[src/rtl/interp_pkg.sv]
// Shared definitions for the interpolation pipeline sequencer: scan FSM
// states, default datapath widths and the quadrant grid size.
package interp_pkg;

  localparam int W_DIM     = 8;
  localparam int W_ADDR    = 16;
  // The image is split into a 2^GRID_LOG2 x 2^GRID_LOG2 grid of quadrants.
  localparam int GRID_LOG2 = 2;

  typedef enum logic [2:0] {
    S_IDLE  = 3'd0,
    S_INIT  = 3'd1,
    S_ISSUE = 3'd2,
    S_DRAIN = 3'd3,
    S_DONE  = 3'd4,
    S_ERR   = 3'd5
  } scan_state_t;

endpackage

[src/rtl/quad_addr_gen.sv]
// Row-major address walker for one quadrant. Holds the current x/y position,
// the scan bounds and the running row base (y*W), which is accumulated by
// adding the image width once per row so the scan needs no multiplier.
module quad_addr_gen #(
  parameter int W_DIM  = 8,
  parameter int W_ADDR = 16
) (
  input  logic              clk,
  input  logic              reset,
  input  logic              load,
  input  logic              advance,
  input  logic [W_DIM-1:0]  start_x,
  input  logic [W_DIM-1:0]  end_x,
  input  logic [W_DIM-1:0]  start_y,
  input  logic [W_DIM-1:0]  end_y,
  input  logic [W_DIM-1:0]  width,
  input  logic [W_ADDR-1:0] row_base_init,
  output logic [W_ADDR-1:0] addr,
  output logic              last
);

  localparam logic [W_DIM-1:0]  ONE_DIM  = 1;
  localparam logic [W_ADDR-1:0] ONE_ADDR = 1;

  logic [W_DIM-1:0]  x_q, x_d, y_q, y_d;
  logic [W_DIM-1:0]  bx_q, bx_d, ex_q, ex_d, ey_q, ey_d;
  logic [W_ADDR-1:0] row_q, row_d, addr_q, addr_d;

  // Next position: load the quadrant origin, or step x and wrap to the next row.
  always_comb begin
    x_d    = x_q;
    y_d    = y_q;
    bx_d   = bx_q;
    ex_d   = ex_q;
    ey_d   = ey_q;
    row_d  = row_q;
    addr_d = addr_q;
    if (load) begin
      bx_d   = start_x;
      ex_d   = end_x;
      ey_d   = end_y;
      x_d    = start_x;
      y_d    = start_y;
      row_d  = row_base_init;
      addr_d = row_base_init + W_ADDR'(start_x);
    end else if (advance) begin
      if (x_q == ex_q) begin
        x_d    = bx_q;
        y_d    = y_q + ONE_DIM;
        row_d  = row_q + W_ADDR'(width);
        addr_d = row_q + W_ADDR'(width) + W_ADDR'(bx_q);
      end else begin
        x_d    = x_q + ONE_DIM;
        addr_d = addr_q + ONE_ADDR;
      end
    end
  end

  // Position and bound registers.
  always_ff @(posedge clk) begin
    if (reset) begin
      x_q    <= '0;
      y_q    <= '0;
      bx_q   <= '0;
      ex_q   <= '0;
      ey_q   <= '0;
      row_q  <= '0;
      addr_q <= '0;
    end else begin
      x_q    <= x_d;
      y_q    <= y_d;
      bx_q   <= bx_d;
      ex_q   <= ex_d;
      ey_q   <= ey_d;
      row_q  <= row_d;
      addr_q <= addr_d;
    end
  end

  assign addr = addr_q;
  assign last = (x_q == ex_q) && (y_q == ey_q);

endmodule

[src/rtl/quad_scan_ctrl.sv]
// Quadrant scan sequencer: latches a quadrant index and image size, issues
// the quadrant's source addresses over valid/ready, counts written-back
// results and pulses done (or err for a degenerate quadrant).
// Build option: QUAD_BORDER_EN widens the scan by one pixel right and down
// (clamped to the image) so bilinear neighbours are fetched too.
module quad_scan_ctrl #(
  parameter int W_DIM  = interp_pkg::W_DIM,
  parameter int W_ADDR = interp_pkg::W_ADDR
) (
  input  logic              clk,
  input  logic              reset,
  input  logic              start,
  input  logic [3:0]        cuadrante,
  input  logic [15:0]       dimensiones,
  output logic [W_ADDR-1:0] src_addr,
  output logic              src_valid,
  input  logic              src_ready,
  input  logic              res_valid,
  output logic [W_DIM-1:0]  quad_w,
  output logic [W_DIM-1:0]  quad_h,
  output logic              busy,
  output logic              done,
  output logic              err
);

  import interp_pkg::*;

  localparam logic [W_DIM-1:0]  ONE_DIM  = 1;
  localparam logic [W_ADDR-1:0] ONE_ADDR = 1;

  // Quadrant origin along one axis: idx (0..3) times the quadrant size,
  // built from a shift and an add since idx is only two bits.
  function automatic logic [W_DIM-1:0] grid_mul(input logic [1:0] idx,
                                                input logic [W_DIM-1:0] step);
    grid_mul = (idx[1] ? (step << 1) : '0) + (idx[0] ? step : '0);
  endfunction

  scan_state_t       state_q, state_d;
  logic [3:0]        cuad_q, cuad_d;
  logic [W_DIM-1:0]  w_q, w_d, h_q, h_d;
  logic [W_DIM-1:0]  quad_w_q, quad_w_d, quad_h_q, quad_h_d;
  logic [W_ADDR-1:0] iss_cnt_q, iss_cnt_d, res_cnt_q, res_cnt_d;

  logic [W_DIM-1:0]  qw, qh, bx, by, ex, ey, ext_w, ext_h;
  logic [W_ADDR-1:0] row_base;
  logic              geom_bad;
  logic              handshake;
  logic              gen_load, gen_advance, gen_last;
  logic [W_ADDR-1:0] gen_addr;

  // Quadrant geometry from the latched job parameters; consumed in INIT.
  always_comb begin
    qw = w_q >> GRID_LOG2;
    qh = h_q >> GRID_LOG2;
    bx = grid_mul(cuad_q[1:0], qw);
    by = grid_mul(cuad_q[3:2], qh);
`ifdef QUAD_BORDER_EN
    // bx+qw never exceeds W, so the sum fits and only W itself needs clamping.
    ex = ((bx + qw) < w_q) ? (bx + qw) : (w_q - ONE_DIM);
    ey = ((by + qh) < h_q) ? (by + qh) : (h_q - ONE_DIM);
`else
    ex = bx + qw - ONE_DIM;
    ey = by + qh - ONE_DIM;
`endif
    ext_w    = ex - bx + ONE_DIM;
    ext_h    = ey - by + ONE_DIM;
    geom_bad = (qw == '0) || (qh == '0);
    // One-off product for the first row base; the scan itself only adds W.
    row_base = W_ADDR'(by) * W_ADDR'(w_q);
  end

  assign src_valid = (state_q == S_ISSUE);
  assign handshake = src_valid && src_ready;

  // Next-state, counters and address-walker control.
  always_comb begin
    state_d     = state_q;
    cuad_d      = cuad_q;
    w_d         = w_q;
    h_d         = h_q;
    quad_w_d    = quad_w_q;
    quad_h_d    = quad_h_q;
    iss_cnt_d   = iss_cnt_q;
    res_cnt_d   = res_cnt_q;
    gen_load    = 1'b0;
    gen_advance = 1'b0;

    // Results are counted whenever a job is live, including during ISSUE.
    if (res_valid && (state_q != S_IDLE) && (state_q != S_ERR)) begin
      res_cnt_d = res_cnt_q + ONE_ADDR;
    end

    case (state_q)
      S_IDLE: begin
        if (start) begin
          cuad_d  = cuadrante;
          w_d     = W_DIM'(dimensiones[15:8]);
          h_d     = W_DIM'(dimensiones[7:0]);
          state_d = S_INIT;
        end
      end
      S_INIT: begin
        quad_w_d = ext_w;
        quad_h_d = ext_h;
        if (geom_bad) begin
          state_d = S_ERR;
        end else begin
          gen_load = 1'b1;
          state_d  = S_ISSUE;
        end
      end
      S_ISSUE: begin
        if (handshake) begin
          iss_cnt_d = iss_cnt_q + ONE_ADDR;
          if (gen_last) begin
            state_d = S_DRAIN;
          end else begin
            gen_advance = 1'b1;
          end
        end
      end
      S_DRAIN: begin
        // Include this cycle's result so done follows the final one directly.
        if (res_cnt_d >= iss_cnt_q) begin
          state_d = S_DONE;
        end
      end
      S_DONE, S_ERR: begin
        state_d   = S_IDLE;
        iss_cnt_d = '0;
        res_cnt_d = '0;
      end
      default: begin
        state_d = S_IDLE;
      end
    endcase
  end

  // State, job parameters, extents and counters.
  always_ff @(posedge clk) begin
    if (reset) begin
      state_q   <= S_IDLE;
      cuad_q    <= '0;
      w_q       <= '0;
      h_q       <= '0;
      quad_w_q  <= '0;
      quad_h_q  <= '0;
      iss_cnt_q <= '0;
      res_cnt_q <= '0;
    end else begin
      state_q   <= state_d;
      cuad_q    <= cuad_d;
      w_q       <= w_d;
      h_q       <= h_d;
      quad_w_q  <= quad_w_d;
      quad_h_q  <= quad_h_d;
      iss_cnt_q <= iss_cnt_d;
      res_cnt_q <= res_cnt_d;
    end
  end

  quad_addr_gen #(
    .W_DIM  (W_DIM),
    .W_ADDR (W_ADDR)
  ) u_addr_gen (
    .clk           (clk),
    .reset         (reset),
    .load          (gen_load),
    .advance       (gen_advance),
    .start_x       (bx),
    .end_x         (ex),
    .start_y       (by),
    .end_y         (ey),
    .width         (w_q),
    .row_base_init (row_base),
    .addr          (gen_addr),
    .last          (gen_last)
  );

  assign src_addr = gen_addr;
  assign quad_w   = quad_w_q;
  assign quad_h   = quad_h_q;
  assign busy     = (state_q == S_INIT) || (state_q == S_ISSUE) ||
                    (state_q == S_DRAIN) || (state_q == S_DONE);
  assign done     = (state_q == S_DONE);
  assign err      = (state_q == S_ERR);

endmodule

[config.mk]
export PLATFORM = sky130hd
export DESIGN_NAME = quad_scan_ctrl
export DESIGN_NICKNAME = d
export VERILOG_FILES = /design/src/rtl/interp_pkg.sv /design/src/rtl/quad_addr_gen.sv /design/src/rtl/quad_scan_ctrl.sv
export SDC_FILE = /design/constraint.sdc
export NUM_CORES = 1
export LEC_CHECK = 0
export BUFFER_PORTS_ARGS = -buffer_cell sky130_fd_sc_hd__buf_2
export CELL_PAD_IN_SITES_DETAIL_PLACEMENT = 1
export CELL_PAD_IN_SITES_GLOBAL_PLACEMENT = 2
export CORE_MARGIN = 4
export CORE_UTILIZATION = 41
export DETAILED_ROUTE_END_ITERATION = 6
export PLACE_DENSITY = 0.86
export SETUP_SLACK_MARGIN = 0.5
export SLEW_MARGIN = 0
export SYNTH_ARGS = -nofsm -noshare
export SYNTH_HDL_FRONTEND = slang
export SYNTH_HIERARCHICAL = 1
export SYNTH_SLANG_ARGS = --single-unit
[constraint.sdc]
create_clock -name clk -period 9.6 [get_ports clk]
set_input_delay 2.4 -clock clk [delete_from_list [all_inputs] [get_ports clk]]
set_output_delay 2.4 -clock clk [all_outputs]
set_load 0.1 [all_outputs]
==> flow_summary.toml, run 1 <==
[sta]
slew_viol_final = 0
hold_viol = 0
max_freq_mhz = 133
timing.final.crit_share_pct = 78.6
setup_violations = 0
slew_headroom_pct = 26.6
finalClockSkew_ns = 0.0118
min_period_ns = 7.54
worstMarginPinSlew_ns = 1.10
grt_setup_unrepaired = "no"
fin_tns_setup_ns = 0

[finish]
finalNetCount = 1775
area_growth_syn_to_layout_pct = 10.1
post-route-util_pct = 45.6
most-common-layout-cells = "nand2_1, nor2_1, inv_1, dfxtp_1, ha_1"
antennaDiodeCount = 0
drive_gt1_share_pct = 7.64
mostFrequentLayoutCell = "nand2_1"

[detailed_routing]
vias_per_cell = 5.46
drc = 0
ant_nets = 0
wl_per_cell_um = 18.1
vias = 10800
routed_wl_mm = 35.8
first_iter_violations = 487
first_pass_iters = 4

[critical_path]
critical_path.cell_chain = "and2_1 > ha_1 > fa_1 > a21o_1 > a21oi_1 > inv_1 > a21oi_1 > nor2_1 > and2_1 > fa_1 > fa_1 > fa_1 > inv_1 > fa_1 > inv_1 > ha_1 > o21ai_0 > a2111oi_0 > o31a_1 > nor2_1 > xnor2_1 > xor2_1 > a211o_1 > o21ai_1"
r2r_end = "u_addr_gen/addr[15]$_SDFFE_PP0P_"
critPathKind = "reg2reg"
cpMostUsedCell = "fa_1"
r2r_start = "h_q[2]$_SDFFE_PP0P_"
required_ns = 9.97
path_buf_inv = 3
critPathArrivalTime_ns = 7.91
cp-end-kind = "flop"
cp_slowest_cell = "a2111oi_0"
startpoint_type = "flop"
crit_family = "adder cells"
max_stage_delay_ns = 0.71
r2r_setup_slack_ns = 2.06
worstPathMaxFanout = 14
reg2reg_depth = 24

[logic_synthesis]
synthesis.area_sq_um = 12300
syn-num-nets = 1749
ys_seq_area_share_pct = 23.0
synth_ff_type = "dfxtp_1"
synth.ff_latch_count = 141
ys_async_sr_fraction_pct = 0
ys_types = 75
yosys_warnings = 6
synthCells = 1545
synth-edff-count = 0
avgSynthCellArea_sq_um = 7.93

[clocking]
ctsLongestPathBuffers = 2
cts_max_level = 4
cts_setup_buffers = 0
numCtsBuffers = 17
root_buffer = "clkbuf_16"
cts_num_sinks = 141
cts_resized = 0
cts_tree = "done"
clk_pin_slew_worst_paths_ns = 0.06
clock_latency_ns = 0.44
ctsHoldBuffers = 0

[worst_hold_path]
hold_class = "reg2reg"
holdPathEnd = "quad_h[3]$_SDFFE_PP0P_"
hp-start = "quad_h[3]$_SDFFE_PP0P_"
min_path_cells = 2

[flow_run]
drv_cap = 0

[floorplanning]
ios = 61
die-area_sq_um = 32700
coreArea_sq_um = 29600
start_util_pct = 41.4
die_h_um = 181
num_rows = 63
fp.dieW_um = 181

[outcome]
status = "complete, no violations"

[placed_design]
gp_congestion = 0.847
place_hpwl_mm = 26.7
io_buffers = 58

[global_routing]
overflow = 0
grt_pass1_vias = 11400
gr-usage-all-layers_pct = 21.8
grt_pass1_wl_mm = 58.7
grt_max_degree = 80
antenna_found_initial = 0

[power]
powerDensity_nw_per_um2 = 198
p_total_mw = 2.67
peakVddDrop_v = 0.000232
leakage_nw = 5.90
## where the power goes
| part | switching [mW] | internal [mW] |
|---|---|---|
| Combinational | 0.823 | 0.423 |
| Sequential | 0.0750 | 0.642 |
| Clock | 0.288 | 0.419 |
## cells by family (layout without fill, tap and decap cells)
kind of cell | after synthesis | count (layout) | share of synthesized area, %
XOR/XNOR | 121 | 121 | 8.94
AO/OA/AOI/OAI | 314 | 314 | 16.3
multiplexers | 36 | 36 | 2.95
buffers and inverters | 205 | 244 | 6.45
adder cells (fa/ha/maj) | 180 | 180 | 21.1
AND/OR/NAND/NOR | 548 | 548 | 21.2
flip-flops | 141 | 141 | 23.0
## layout make-up
class,count,area [sq um]
fillers,3647,16100
clock inverters,12,161
multi-input cells,1199,8650
flip-flops and latches,141,2820
inverters,143,537
well taps,390,488
clock buffers,20,447
repair buffers,69,375
## Yosys cell counts (4+ instances only)
cell type / instances / area share, %
nand2_1: 164 / 5.0
nor2_1: 152 / 4.7
dfxtp_1: 141 / 23
inv_1: 141 / 4.3
ha_1: 134 / 14
a21oi_1: 116 / 4.7
xnor2_1: 85 / 6.1
o21ai_0: 55 / 2.2
clkbuf_1: 54 / 1.7
and2_1: 46 / 2.3
fa_1: 45 / 7.4
nor3_1: 36 / 1.5
mux2i_1: 35 / 2.9
nand3_1: 35 / 1.4
xor2_1: 33 / 2.4
a211oi_1: 27 / 1.7
nor2b_1: 23 / 1.2
and3_1: 21 / 1.1
a21o_1: 19 / 1.2
nand2b_1: 16 / 0.82
nand4_1: 15 / 0.77
o21a_1: 15 / 0.92
or3_1: 13 / 0.66
o21bai_1: 9 / 0.55
nor4_1: 8 / 0.41
a221oi_1: 7 / 0.50
a311oi_1: 7 / 0.50
o211ai_1: 7 / 0.43
a31oi_1: 5 / 0.26
o31ai_1: 5 / 0.31
o21ai_1: 4 / 0.16
o22ai_1: 4 / 0.20
## layer usage
| metal | vias up | global-route usage [%] | wire length, um |
|---|---|---|---|
| met3 | 46 | 3.36 | 1080 |
| met1 | 5231 | 28.1 | 16700 |
| met4 | 0 | 6.44 | 938 |
| met5 | - | 0 | 0 |
| li1 | 5326 | - | - |
| met2 | 172 | 38.0 | 17000 |
## worst max path at each step
stage | startpoint | endpoint | slack, ns | cells past startpoint
finish | h_q[2]$_SDFFE_PP0P_ | u_addr_gen/addr[15]$_SDFFE_PP0P_ | 2.06 | 24
global placement | h_q[2]$_SDFFE_PP0P_ | u_addr_gen/addr[15]$_SDFFE_PP0P_ | 2.31 | 24
global route | h_q[2]$_SDFFE_PP0P_ | u_addr_gen/addr[15]$_SDFFE_PP0P_ | 1.74 | 26
detailed placement | h_q[2]$_SDFFE_PP0P_ | u_addr_gen/addr[15]$_SDFFE_PP0P_ | 2.20 | 24
CTS | h_q[2]$_SDFFE_PP0P_ | u_addr_gen/addr[15]$_SDFFE_PP0P_ | 2.12 | 24
floorplan | h_q[2]$_SDFFE_PP0P_ | u_addr_gen/addr[15]$_SDFFE_PP0P_ | 3.26 | 27
## stage by stage
stage                     instances  cell area (sq um)  setup slack [ns]  hold slack, ns
after floorplan                1545              12300              3.26           0.458
after global placement         1942              12900              2.31           0.439
after detailed placement       1942              12900              2.20           0.446
after CTS                      1974              13500              2.12           0.461
after global routing           1974              13500              1.74           0.477
final                          1974              13500              2.06           0.456
## worst reg2reg max path: cells and delay by family, from the launching register on
kind / cells / cell delay, ns
AOI/OAI and AO/OA: 8 / 2.35
adders and majority gates: 7 / 2.97
xor gates and xnor gates: 2 / 0.58
buffers and inverters: 3 / 0.17
DFF: 1 / 0.49
and+or+nand+nor: 4 / 0.90
## registers in the layout, indices dropped and copies added, names as in the netlist
name	count
u_addr_gen/bx_q	8
u_addr_gen/row_q	16
u_addr_gen/addr	16
u_addr_gen/ex_q	8
u_addr_gen/ey_q	8
cuad_q	4
quad_w	8
w_q	8
iss_cnt_q	16
state_q	3
quad_h	8
u_addr_gen/x_q	8
u_addr_gen/y_q	8
res_cnt_q	16
h_q	6
Note: power is estimated with default switching activity, not from simulation.
==> run 2: changes to the inputs <==
--- a/config.mk
+++ b/config.mk
@@ -9,9 +9,9 @@
 export CELL_PAD_IN_SITES_DETAIL_PLACEMENT = 1
 export CELL_PAD_IN_SITES_GLOBAL_PLACEMENT = 2
 export CORE_MARGIN = 4
-export CORE_UTILIZATION = 41
+export CORE_UTILIZATION = 38
 export DETAILED_ROUTE_END_ITERATION = 6
-export PLACE_DENSITY = 0.86
+export PLACE_DENSITY = 0.8
 export SETUP_SLACK_MARGIN = 0.5
 export SLEW_MARGIN = 0
 export SYNTH_ARGS = -nofsm -noshare
==> constraint.sdc (replaced) <==
create_clock -name clk -period 7.1 [get_ports clk]
set_input_delay 1.775 -clock clk [delete_from_list [all_inputs] [get_ports clk]]
set_output_delay 1.775 -clock clk [all_outputs]
set_load 0.1 [all_outputs]
==> run 2 against run 1 <==
Clock power increased by 47%. Worst setup slack got worse by 1.4 ns. Count of clock-buffer cells in the layout is 2 higher. Worst hold slack is essentially flat. Sequential power rose by 33%. Critical path type unchanged. Critical endpoint unchanged.
==> flow_summary.toml, run 2 (synthesis results as in run 1) <==
[critical_path]
critPathLaunch = "cuad_q[2]$_SDFFE_PP0P_"
worstPathMaxFanout = 6
cp-end-kind = "flop"
r2r_start = "cuad_q[2]$_SDFFE_PP0P_"
critPathKind = "reg2reg"
startpoint_type = "flop"
required_ns = 7.47
critPathArrivalTime_ns = 6.77

[detailed_routing]
routed_wl_mm = 36.3
vias = 10800
drc = 0
first_iter_violations = 429
vias_per_cell = 5.39
first_pass_iters = 4
ant_nets = 0
wl_per_cell_um = 18.1

[global_routing]
grt_max_degree = 74
grt_pass1_wl_mm = 59.6
antenna_found_initial = 0
grt_pass1_vias = 11400
gr-usage-all-layers_pct = 20.7
overflow = 0

[outcome]
status = "complete, no violations"

[power]
internal-power_mw = 2.11
peakVddDrop_v = 0.000376
clkPwrFrac_pct = 28.0
seqPwrFrac_pct = 25.7
leakage_nw = 6.09
switchingPower_mw = 1.60
p_comb_share_pct = 46.3
switching_share_pct = 43.1
powerDensity_nw_per_um2 = 268

[placed_design]
place_ws_ns = 0.285
place_hpwl_mm = 27.0
placedInstanceArea_sq_um = 13000
gp_congestion = 0.829
io_buffers = 58

[floorplanning]
die_h_um = 188
start_util_pct = 38.6
ios = 61
coreArea_sq_um = 31700
fp.dieW_um = 188
num_rows = 65
die-area_sq_um = 35200

[clocking]
root_buffer = "clkbuf_16"
cts_num_sinks = 141
ctsLongestPathBuffers = 2
cts_tree = "done"
numCtsBuffers = 17
ctsHoldBuffers = 0
clk_pin_slew_worst_paths_ns = 0.07
cts_max_level = 4
clock_latency_ns = 0.44

[sta]
max_freq_mhz = 156
finalClockSkew_ns = 0.00916
worstMarginPinSlew_ns = 1.15
slew_headroom_pct = 23.0
setup_ws_ns = 0.705
hold_viol = 0
slew_viol_final = 0
timing.final.crit_share_pct = 90.1
setup_violations = 0
min_period_ns = 6.39
grt_setup_unrepaired = "yes"
fin_tns_setup_ns = 0

[finish]
post-route-util_pct = 43.7
fill_cells = 3847
finalNetCount = 1800
antennaDiodeCount = 0
area_growth_syn_to_layout_pct = 13.2
most-common-layout-cells = "nand2_1, nor2_1, dfxtp_1, inv_1, ha_1"
drive_gt1_share_pct = 10.4
mostFrequentLayoutCell = "nand2_1"
final_area_sq_um = 13900

[worst_hold_path]
hp-start = "quad_w[5]$_SDFFE_PP0P_"
hold_class = "reg2reg"

[flow_run]
drv_cap = 0
[run 2: cell count changes in the layout (fill, tap and decap cells not counted), sizes merged]
cell	previous run	this run
bufinv	3	5
clkinvlp	3	2
inv	145	142
clkbuf	20	22
buf	69	94
[run 2: critical path, stage by stage (launching register included)]
cell     delay [ns]
dfxtp_1        0.34
and2_1         0.17
ha_1           0.23
fa_2           0.36
a21o_1         0.22
a21oi_4        0.21
xnor2_4        0.14
and2_1         0.20
fa_1           0.48
inv_1          0.06
fa_1           0.49
inv_1          0.06
fa_1           0.52
inv_1          0.05
fa_1           0.53
inv_1          0.06
ha_4           0.17
nor3_1         0.25
o21a_1         0.20
nor2_1         0.06
a21oi_2        0.19
xnor2_2        0.20
and3_4         0.26
and3_4         0.20
nand4_1        0.12
xor2_1         0.18
a211o_1        0.29
o21ai_1        0.06
[run 2: worst paths after layout]
check / to / slack (ns) / cells after the start
worst min-delay path: quad_w[5]$_SDFFE_PP0P_ / 0.46 / 2
worst max register to register: u_addr_gen/addr[15]$_SDFFE_PP0P_ / 0.71 / 27
worst max-delay path: u_addr_gen/addr[15]$_SDFFE_PP0P_ / 0.71 / 27
worst min register to register: quad_w[5]$_SDFFE_PP0P_ / 0.46 / 2
[run 2: metal layers]
| layer | global-route usage [%] | vias up | wire length, um |
|---|---|---|---|
| li1 | - | 5382 | - |
| met1 | 27.4 | 5274 | 17500 |
| met2 | 35.3 | 148 | 17000 |
| met3 | 2.57 | 44 | 1020 |
| met4 | 6.44 | 0 | 822 |
| met5 | 0 | - | 0 |
[run 2: cell type report]
type	count	area, sq um	area share (%)
sequential	141	2820	20.4
timing repair buffer	94	563	4.06
multi-input combinational	1199	8770	63.3
inverter	143	537	3.87
clock inverter	10	184	1.33
clock buffer	22	484	3.49
tap	402	503	3.63
[run 2: power by group through the flow]
stage	sequential (mW)	clock, mW	combinational [mW]
final	0.956	1.04	1.72
after global routing	0.967	1.10	1.91
after CTS	0.956	1.07	1.73
after detailed placement	0.972	0	1.71
after global placement	0.971	0	1.68
after floorplan	1.17	0	1.09
[run 2: repair_timing]
| item | in CTS | in global routing |
|---|---|---|
| setup buffers | 0 | 6 |
| gates resized for setup | 7 | 20 |
| setup endpoints to repair | 4 | 6 |
| pin swaps | 0 | 6 |
[run 2: metrics by stage]
step,power (mW),hold slack [ns],std cells
floorplan,2.26,0.458,1545
global placement,2.65,0.437,1973
detailed placement,2.68,0.450,1973
CTS,3.75,0.461,2005
global route,3.98,0.477,2011
finish,3.71,0.456,2011
